<file path="config.mk">
export PLATFORM = sky130hd
export DESIGN_NAME = mem_stall_bridge
export DESIGN_NICKNAME = d
export VERILOG_FILES = /design/src/rtl/mem_bridge_pkg.sv /design/src/rtl/mem_lane_align.sv /design/src/rtl/mem_stall_bridge.sv
export SDC_FILE = /design/constraint.sdc
export NUM_CORES = 1
export LEC_CHECK = 0
export ABC_AREA = 1
export CAP_MARGIN = 5
export CORE_MARGIN = 2
export CORE_UTILIZATION = 36
export CTS_BUF_LIST = sky130_fd_sc_hd__clkbuf_2 sky130_fd_sc_hd__clkbuf_4 sky130_fd_sc_hd__clkbuf_8
export DETAILED_ROUTE_END_ITERATION = 8
export DONT_BUFFER_PORTS = 1
export GPL_ROUTABILITY_DRIVEN = 0
export MAX_ROUTING_LAYER = met4
export SLEW_MARGIN = 20
export SYNTH_ARGS = -nofsm -noshare
export SYNTH_HDL_FRONTEND = slang
export SYNTH_SLANG_ARGS = --single-unit
</file>
<file path="constraint.sdc">
create_clock -name clk -period 18.1 [get_ports clk]
set_clock_uncertainty 0.1 [all_clocks]
set_input_delay 0.905 -clock clk [delete_from_list [all_inputs] [get_ports clk]]
set_output_delay 0.905 -clock clk [all_outputs]
set_load 0.05 [all_outputs]
</file>
<file path="src/rtl/mem_bridge_pkg.sv">
// Shared types and helpers for the variable-latency core-to-memory stall bridge.
package mem_bridge_pkg;

    typedef enum logic [1:0] {
        IDLE = 2'd0,
        REQ  = 2'd1,
        WAIT = 2'd2,
        DONE = 2'd3
    } bridge_state_t;

    localparam logic [1:0] SZ_B = 2'b00;
    localparam logic [1:0] SZ_H = 2'b01;
    localparam logic [1:0] SZ_W = 2'b10;
    localparam logic [1:0] SZ_D = 2'b11;

    function automatic int size_bytes(input logic [1:0] size);
        return 1 << size;
    endfunction

endpackage

</file>
<file path="src/rtl/mem_lane_align.sv">
// Byte-lane steering between right-justified core data and a beat-wide memory bus.
module mem_lane_align
    import mem_bridge_pkg::*;
#(
    parameter  int DATA_WIDTH = 64,
    localparam int NB         = DATA_WIDTH / 8,
    localparam int OFFW       = $clog2(NB)
) (
    input  logic [OFFW-1:0]       off_i,
    input  logic [1:0]            size_i,
    input  logic [DATA_WIDTH-1:0] wdata_i,
    input  logic [DATA_WIDTH-1:0] rdata_i,
    output logic [NB-1:0]         wstrb_o,
    output logic [DATA_WIDTH-1:0] wdata_o,
    output logic [DATA_WIDTH-1:0] rdata_o,
    output logic                  misaligned_o
);

    int                    nbytes;
    int                    off;
    logic [DATA_WIDTH-1:0] wdata_m;
    logic [DATA_WIDTH-1:0] rdata_s;

    always_comb begin
        nbytes  = size_bytes(size_i);
        off     = int'(off_i);
        wstrb_o = '0;
        wdata_m = '0;
        rdata_o = '0;
        rdata_s = rdata_i >> {off_i, 3'b000};
        // An access wider than the beat can never be aligned.
        misaligned_o = (nbytes > NB) || ((off & (nbytes - 1)) != 0);
        for (int i = 0; i < NB; i++) begin
            wstrb_o[i] = (i >= off) && (i < off + nbytes);
            if (i < nbytes) begin
                wdata_m[8*i +: 8] = wdata_i[8*i +: 8];
                rdata_o[8*i +: 8] = rdata_s[8*i +: 8];
            end
        end
        wdata_o = wdata_m << {off_i, 3'b000};
    end

endmodule

</file>
<file path="src/rtl/mem_stall_bridge.sv">
// Turns one held core access into a valid/ready request plus rvalid response,
// stalling the core until a one-cycle done pulse.
module mem_stall_bridge
    import mem_bridge_pkg::*;
#(
    parameter  int ADDR_WIDTH     = 64,
    parameter  int DATA_WIDTH     = 64,
    parameter  int TIMEOUT_CYCLES = 256,
    parameter  int CNT_WIDTH      = 32,
    localparam int NB             = DATA_WIDTH / 8
) (
    input  logic                  clk,
    input  logic                  arst,
    input  logic                  i_core_req,
    input  logic                  i_core_we,
    input  logic [1:0]            i_core_size,
    input  logic [ADDR_WIDTH-1:0] i_core_addr,
    input  logic [DATA_WIDTH-1:0] i_core_wdata,
    output logic [DATA_WIDTH-1:0] o_core_rdata,
    output logic                  o_core_done,
    output logic                  o_core_err,
    output logic                  o_stall,
    output logic                  o_mem_valid,
    input  logic                  i_mem_ready,
    output logic                  o_mem_we,
    output logic [ADDR_WIDTH-1:0] o_mem_addr,
    output logic [NB-1:0]         o_mem_wstrb,
    output logic [DATA_WIDTH-1:0] o_mem_wdata,
    input  logic                  i_mem_rvalid,
    input  logic [DATA_WIDTH-1:0] i_mem_rdata,
    input  logic                  i_mem_err,
    output logic [CNT_WIDTH-1:0]  o_stall_cnt
);

    localparam int OFFW     = $clog2(NB);
    localparam int TW       = (TIMEOUT_CYCLES > 1) ? $clog2(TIMEOUT_CYCLES) : 1;
    localparam int TMO_LAST = (TIMEOUT_CYCLES > 0) ? TIMEOUT_CYCLES - 1 : 0;
    localparam bit TMO_EN   = (TIMEOUT_CYCLES > 0);

    bridge_state_t         state_q, state_d;
    logic [ADDR_WIDTH-1:0] addr_q, addr_d;
    logic                  we_q, we_d;
    logic [1:0]            size_q, size_d;
    logic [NB-1:0]         wstrb_q, wstrb_d;
    logic [DATA_WIDTH-1:0] wdata_q, wdata_d;
    logic [DATA_WIDTH-1:0] rdata_q, rdata_d;
    logic                  err_q, err_d;
    logic [TW-1:0]         tmo_q, tmo_d;
    logic [CNT_WIDTH-1:0]  cnt_q, cnt_d;

    logic [OFFW-1:0]       al_off;
    logic [1:0]            al_size;
    logic [NB-1:0]         al_wstrb;
    logic [DATA_WIDTH-1:0] al_wdata;
    logic [DATA_WIDTH-1:0] al_rdata;
    logic                  al_mis;
    logic                  tmo_hit;
    logic                  stall;

    // In IDLE the aligner checks the incoming request; afterwards it steers
    // the response using the latched offset and size.
    assign al_off  = (state_q == IDLE) ? i_core_addr[OFFW-1:0] : addr_q[OFFW-1:0];
    assign al_size = (state_q == IDLE) ? i_core_size : size_q;

    mem_lane_align #(
        .DATA_WIDTH (DATA_WIDTH)
    ) u_align (
        .off_i        (al_off),
        .size_i       (al_size),
        .wdata_i      (i_core_wdata),
        .rdata_i      (i_mem_rdata),
        .wstrb_o      (al_wstrb),
        .wdata_o      (al_wdata),
        .rdata_o      (al_rdata),
        .misaligned_o (al_mis)
    );

    assign tmo_hit = TMO_EN && (tmo_q == TW'(TMO_LAST));
    assign stall   = ((state_q == IDLE) && i_core_req) || (state_q == REQ) || (state_q == WAIT);

    always_comb begin
        state_d = state_q;
        addr_d  = addr_q;
        we_d    = we_q;
        size_d  = size_q;
        wstrb_d = wstrb_q;
        wdata_d = wdata_q;
        rdata_d = rdata_q;
        err_d   = err_q;
        tmo_d   = '0;
        cnt_d   = (stall && !(&cnt_q)) ? cnt_q + 1'b1 : cnt_q;
        case (state_q)
            IDLE: begin
                if (i_core_req) begin
                    if (al_mis) begin
                        state_d = DONE;
                        err_d   = 1'b1;
                        rdata_d = '0;
                    end else begin
                        state_d = REQ;
                        addr_d  = i_core_addr;
                        we_d    = i_core_we;
                        size_d  = i_core_size;
                        wstrb_d = al_wstrb;
                        wdata_d = al_wdata;
                    end
                end
            end
            REQ: begin
                tmo_d = tmo_q + 1'b1;
                // A response in the final cycle beats the timeout.
                if (i_mem_ready && i_mem_rvalid) begin
                    state_d = DONE;
                    rdata_d = al_rdata;
                    err_d   = i_mem_err;
                end else if (tmo_hit) begin
                    state_d = DONE;
                    rdata_d = '0;
                    err_d   = 1'b1;
                end else if (i_mem_ready) begin
                    state_d = WAIT;
                end
            end
            WAIT: begin
                tmo_d = tmo_q + 1'b1;
                if (i_mem_rvalid) begin
                    state_d = DONE;
                    rdata_d = al_rdata;
                    err_d   = i_mem_err;
                end else if (tmo_hit) begin
                    state_d = DONE;
                    rdata_d = '0;
                    err_d   = 1'b1;
                end
            end
            DONE:    state_d = IDLE;
            default: state_d = IDLE;
        endcase
    end

    always_ff @(posedge clk or posedge arst) begin
        if (arst) begin
            state_q <= IDLE;
            addr_q  <= '0;
            we_q    <= 1'b0;
            size_q  <= '0;
            wstrb_q <= '0;
            wdata_q <= '0;
            rdata_q <= '0;
            err_q   <= 1'b0;
            tmo_q   <= '0;
            cnt_q   <= '0;
        end else begin
            state_q <= state_d;
            addr_q  <= addr_d;
            we_q    <= we_d;
            size_q  <= size_d;
            wstrb_q <= wstrb_d;
            wdata_q <= wdata_d;
            rdata_q <= rdata_d;
            err_q   <= err_d;
            tmo_q   <= tmo_d;
            cnt_q   <= cnt_d;
        end
    end

    assign o_core_rdata = rdata_q;
    assign o_core_err   = err_q;
    assign o_core_done  = (state_q == DONE);
    assign o_stall      = stall;
    assign o_mem_valid  = (state_q == REQ);
    assign o_mem_we     = we_q;
    assign o_mem_addr   = {addr_q[ADDR_WIDTH-1:OFFW], {OFFW{1'b0}}};
    assign o_mem_wstrb  = wstrb_q;
    assign o_mem_wdata  = wdata_q;
    assign o_stall_cnt  = cnt_q;

endmodule
</file>
==> results.json <==
{
  "status": "finished, final reports clean",
  "min_period_ns": 5.087,
  "holdBufCountCts": 0,
  "synth_cell_types": 46,
  "synthTopCellsByArea": "dfrtp_1 43%, nand2_1 21%, o21ai_0 4.8%",
  "synth_top_family_by_area": "simple AND/OR/NAND/NOR gates",
  "cp_data_arrival_time_ns": 5.46,
  "synthMuxAreaShare_pct": 0,
  "yosys.area_share.simple_pct": 29.89,
  "ys_async_sr_fraction_pct": 100.0,
  "clk_latency_ns": 0.60,
  "vias_per_cell": 5.290,
  "drt_pass1_iterations": 5,
  "setup_tns_ns": 0,
  "yosys.area.top_type": "dfrtp_1",
  "max_slew.worst_pin.slew_ns": 1.020,
  "crit_path_top_delay_cell": "nor2_1",
  "yosysSeqAreaShare_pct": 43.43,
  "synth-main-ff-cell": "dfrtp_1",
  "ys_warn_count": 0,
  "crit_fanout": 81,
  "fmax_ghz": 0.1966,
  "p_seq_share_pct": 42.7,
  "grt_pass1_wl_microns": 77250,
  "clk_pin_slew_ns": 0.06,
  "start_kind": "flip-flop",
  "hold_viol": 0,
  "period_share_pct": 28.10,
  "grt-ovfl-total": 0,
  "synth-adder-area-share_pct": 0.8828,
  "die_w_microns": 202.4,
  "finalPower_mw": 3.530,
  "grtUsageTotal_pct": 25.46,
  "wl_per_cell_microns": 21.44,
  "first_iter_violations": 918,
  "dpl_cell_area_sq_um": 13970,
  "min_path_type": "primary input to asynchronous set/reset pin",
  "r2r_setup_slack_ns": 13.01,
  "grt_pass1_vias": 12498,
  "drt_wl_total_microns": 51600,
  "synth_edf_count": 0,
  "stdcell_area_sq_um": 14920,
  "grt_setup_unrepaired": "false",
  "pwr-share-clk_pct": 16.0,
  "io_pins": 438,
  "cts_resized": 0,
  "synth_xor_area_share_pct": 1.545,
  "p_per_area_nw_per_um2": 236.6,
  "slew-limit-headroom_pct": 31.99,
  "io_buffer_count": 0,
  "core_sq_um": 38740,
  "synthCells": 1947,
  "yosysMostFrequentCell": "nand2_1",
  "nets": 2062,
  "path_buf_inv": 5,
  "final-setup-viol-count": 0,
  "vias": 12734,
  "cp_data_required_time_ns": 18.47,
  "ys_seq_elements": 246,
  "cp_cell_sequence": "inv_1 -> ha_1 -> o21ai_2 -> nor2_1 -> inv_1 -> ha_1 -> nor2_1 -> nand3_4 -> nor2_4 -> buf_4 -> inv_4 -> buf_4 -> a22o_1",
  "rows": 72,
  "syn2layout_area_growth_pct": 5.279,
  "avgSynthCellArea_sq_um": 7.280,
  "cts.htree.levels": 2,
  "synth_top_area_share_pct": 43.43,
  "cts_setup_buffers": 0,
  "dieArea_sq_um": 40970,
  "final_max_slew_viol_count": 0,
  "initial_utilization_pct": 36.59,
  "antenna_found_initial": 7,
  "slowest_delay_ns": 0.84,
  "combPwrFrac_pct": 41.4,
  "cts_root_buf": "clkbuf_8",
  "drc": 0,
  "netlist_area_sq_um": 14170,
  "cts.sinks": 246,
  "maxCapViolCount": 0,
  "hold_ws_ns": 0.2456,
  "p_sw_mw": 2.105,
  "swShare_pct": 59.61,
  "critPathKind": "flip-flop to flip-flop",
  "drive_gt1_share_pct": 7.970,
  "dp_hpwl_microns": 37450,
  "cts_buffer_depth": 3,
  "synth_commonest_cells": "805 x nand2_1, 246 x dfrtp_1, 135 x o21ai_0",
  "drtAntennaViolNets": 0,
  "power.leakage_nw": 7.571,
  "cp_top_family": "buffers and inverters",
  "final_core_util_pct": 38.52,
  "cts_buffers": 45,
  "end_kind": "flip-flop",
  "cts_tree": "done",
  "vdd_drop_max_v": 0.0001103,
  "grt_max_degree": 130,
  "p_int_mw": 1.426,
  "fp.dieH_microns": 202.4,
  "synth-compound-area-share_pct": 13.11
}
[logic make-up (layout without fill, tap and decap cells)]
family,after synthesis,in the layout
AO/OA/AOI/OAI,307,307
other,1,10
XOR/XNOR,25,25
buffers and inverters,308,241
adder cells (fa/ha/maj),10,10
AND/OR/NAND/NOR,1050,1050
flip-flops,246,246
[registers in the layout, indices dropped and copies added (netlist names)]
register	flops
size_q	2
o_core_err	1
addr_q	64
o_core_rdata	64
o_mem_wstrb	8
state_q	2
o_mem_wdata	64
o_mem_we	1
o_stall_cnt	32
tmo_q	8
[through the flow]
| step | instances | worst slack, ns |
|---|---|---|
| after floorplan | 1949 | 10.34 |
| after global placement | 2322 | 13.10 |
| after detailed placement | 2322 | 12.97 |
| after CTS | 2400 | 12.94 |
| after global routing | 2407 | 12.53 |
| final | 2407 | 13.01 |
[worst register-to-register path, stage by stage (launching register included)]
cell and delay [ns]:
dfrtp_1 0.41, inv_1 0.12, ha_1 0.45, o21ai_2 0.40
nor2_1 0.85, inv_1 0.10, ha_1 0.22, nor2_1 0.18
nand3_4 0.12, nor2_4 0.08, buf_4 0.60, inv_4 0.41
buf_4 0.51, a22o_1 0.43
[per-layer routing]
layer / routed length, microns / track usage (%)
met1: 20760 / 30.03
met2: 24020 / 40.31
met3: 5090 / 8.481
met4: 1734 / 9.619
met5: 0 / -
[layout by cell type, fill, tap and decap left out, types with 8 or more instances in the layout]
cell type  count
a21oi_1       65
a22o_1        11
a2bb2oi_2     10
buf_4         19
clkbuf_4      13
clkbuf_8      51
dfrtp_1      246
ha_1          10
inv_1        132
inv_2          8
nand2_1      803
nand3_1       67
nand4_1       14
nor2_1       112
nor3_1        20
o211ai_1      28
o21ai_0      134
o21ai_1       28
or2_2          8
xor2_1        21
[power by group through the flow]
stage          clock (mW)  sequential [mW]  combinational (mW)
5_1_grt             0.600             1.53                1.64
3_3_place_gp            0             1.52                1.44
2_1_floorplan           0             1.21                1.42
3_5_place_dp            0             1.52                1.47
4_1_cts             0.577             1.51                1.47
6_report            0.563             1.51                1.46
[final cells by class]
class,instances,area (sq um)
multi-input combinational,1395,6467
fill,4063,23820
antenna,7,17.52
clock inverter,14,135.1
sequential,246,6156
inverter,144,555.5
timing repair buffer,19,142.6
clock buffer,64,799.5
tap,518,648.1
[path summary, 6_finish.rpt]
path,from,end,cells past startpoint
max,state_q[0]$_DFFE_PP0P_,o_mem_wdata[21]$_DFFE_PP0P_,13
min,arst,o_stall_cnt[3]$_DFFE_PP0P_,1
max reg2reg,state_q[0]$_DFFE_PP0P_,o_mem_wdata[21]$_DFFE_PP0P_,13
min reg2reg,tmo_q[0]$_DFF_PP0_,tmo_q[0]$_DFF_PP0_,1
max in group asynchronous,arst,addr_q[0]$_DFFE_PP0P_,2
min in group clk,i_core_addr[10],addr_q[10]$_DFFE_PP0P_,2
Note: power is estimated with default switching activity, not from simulation.
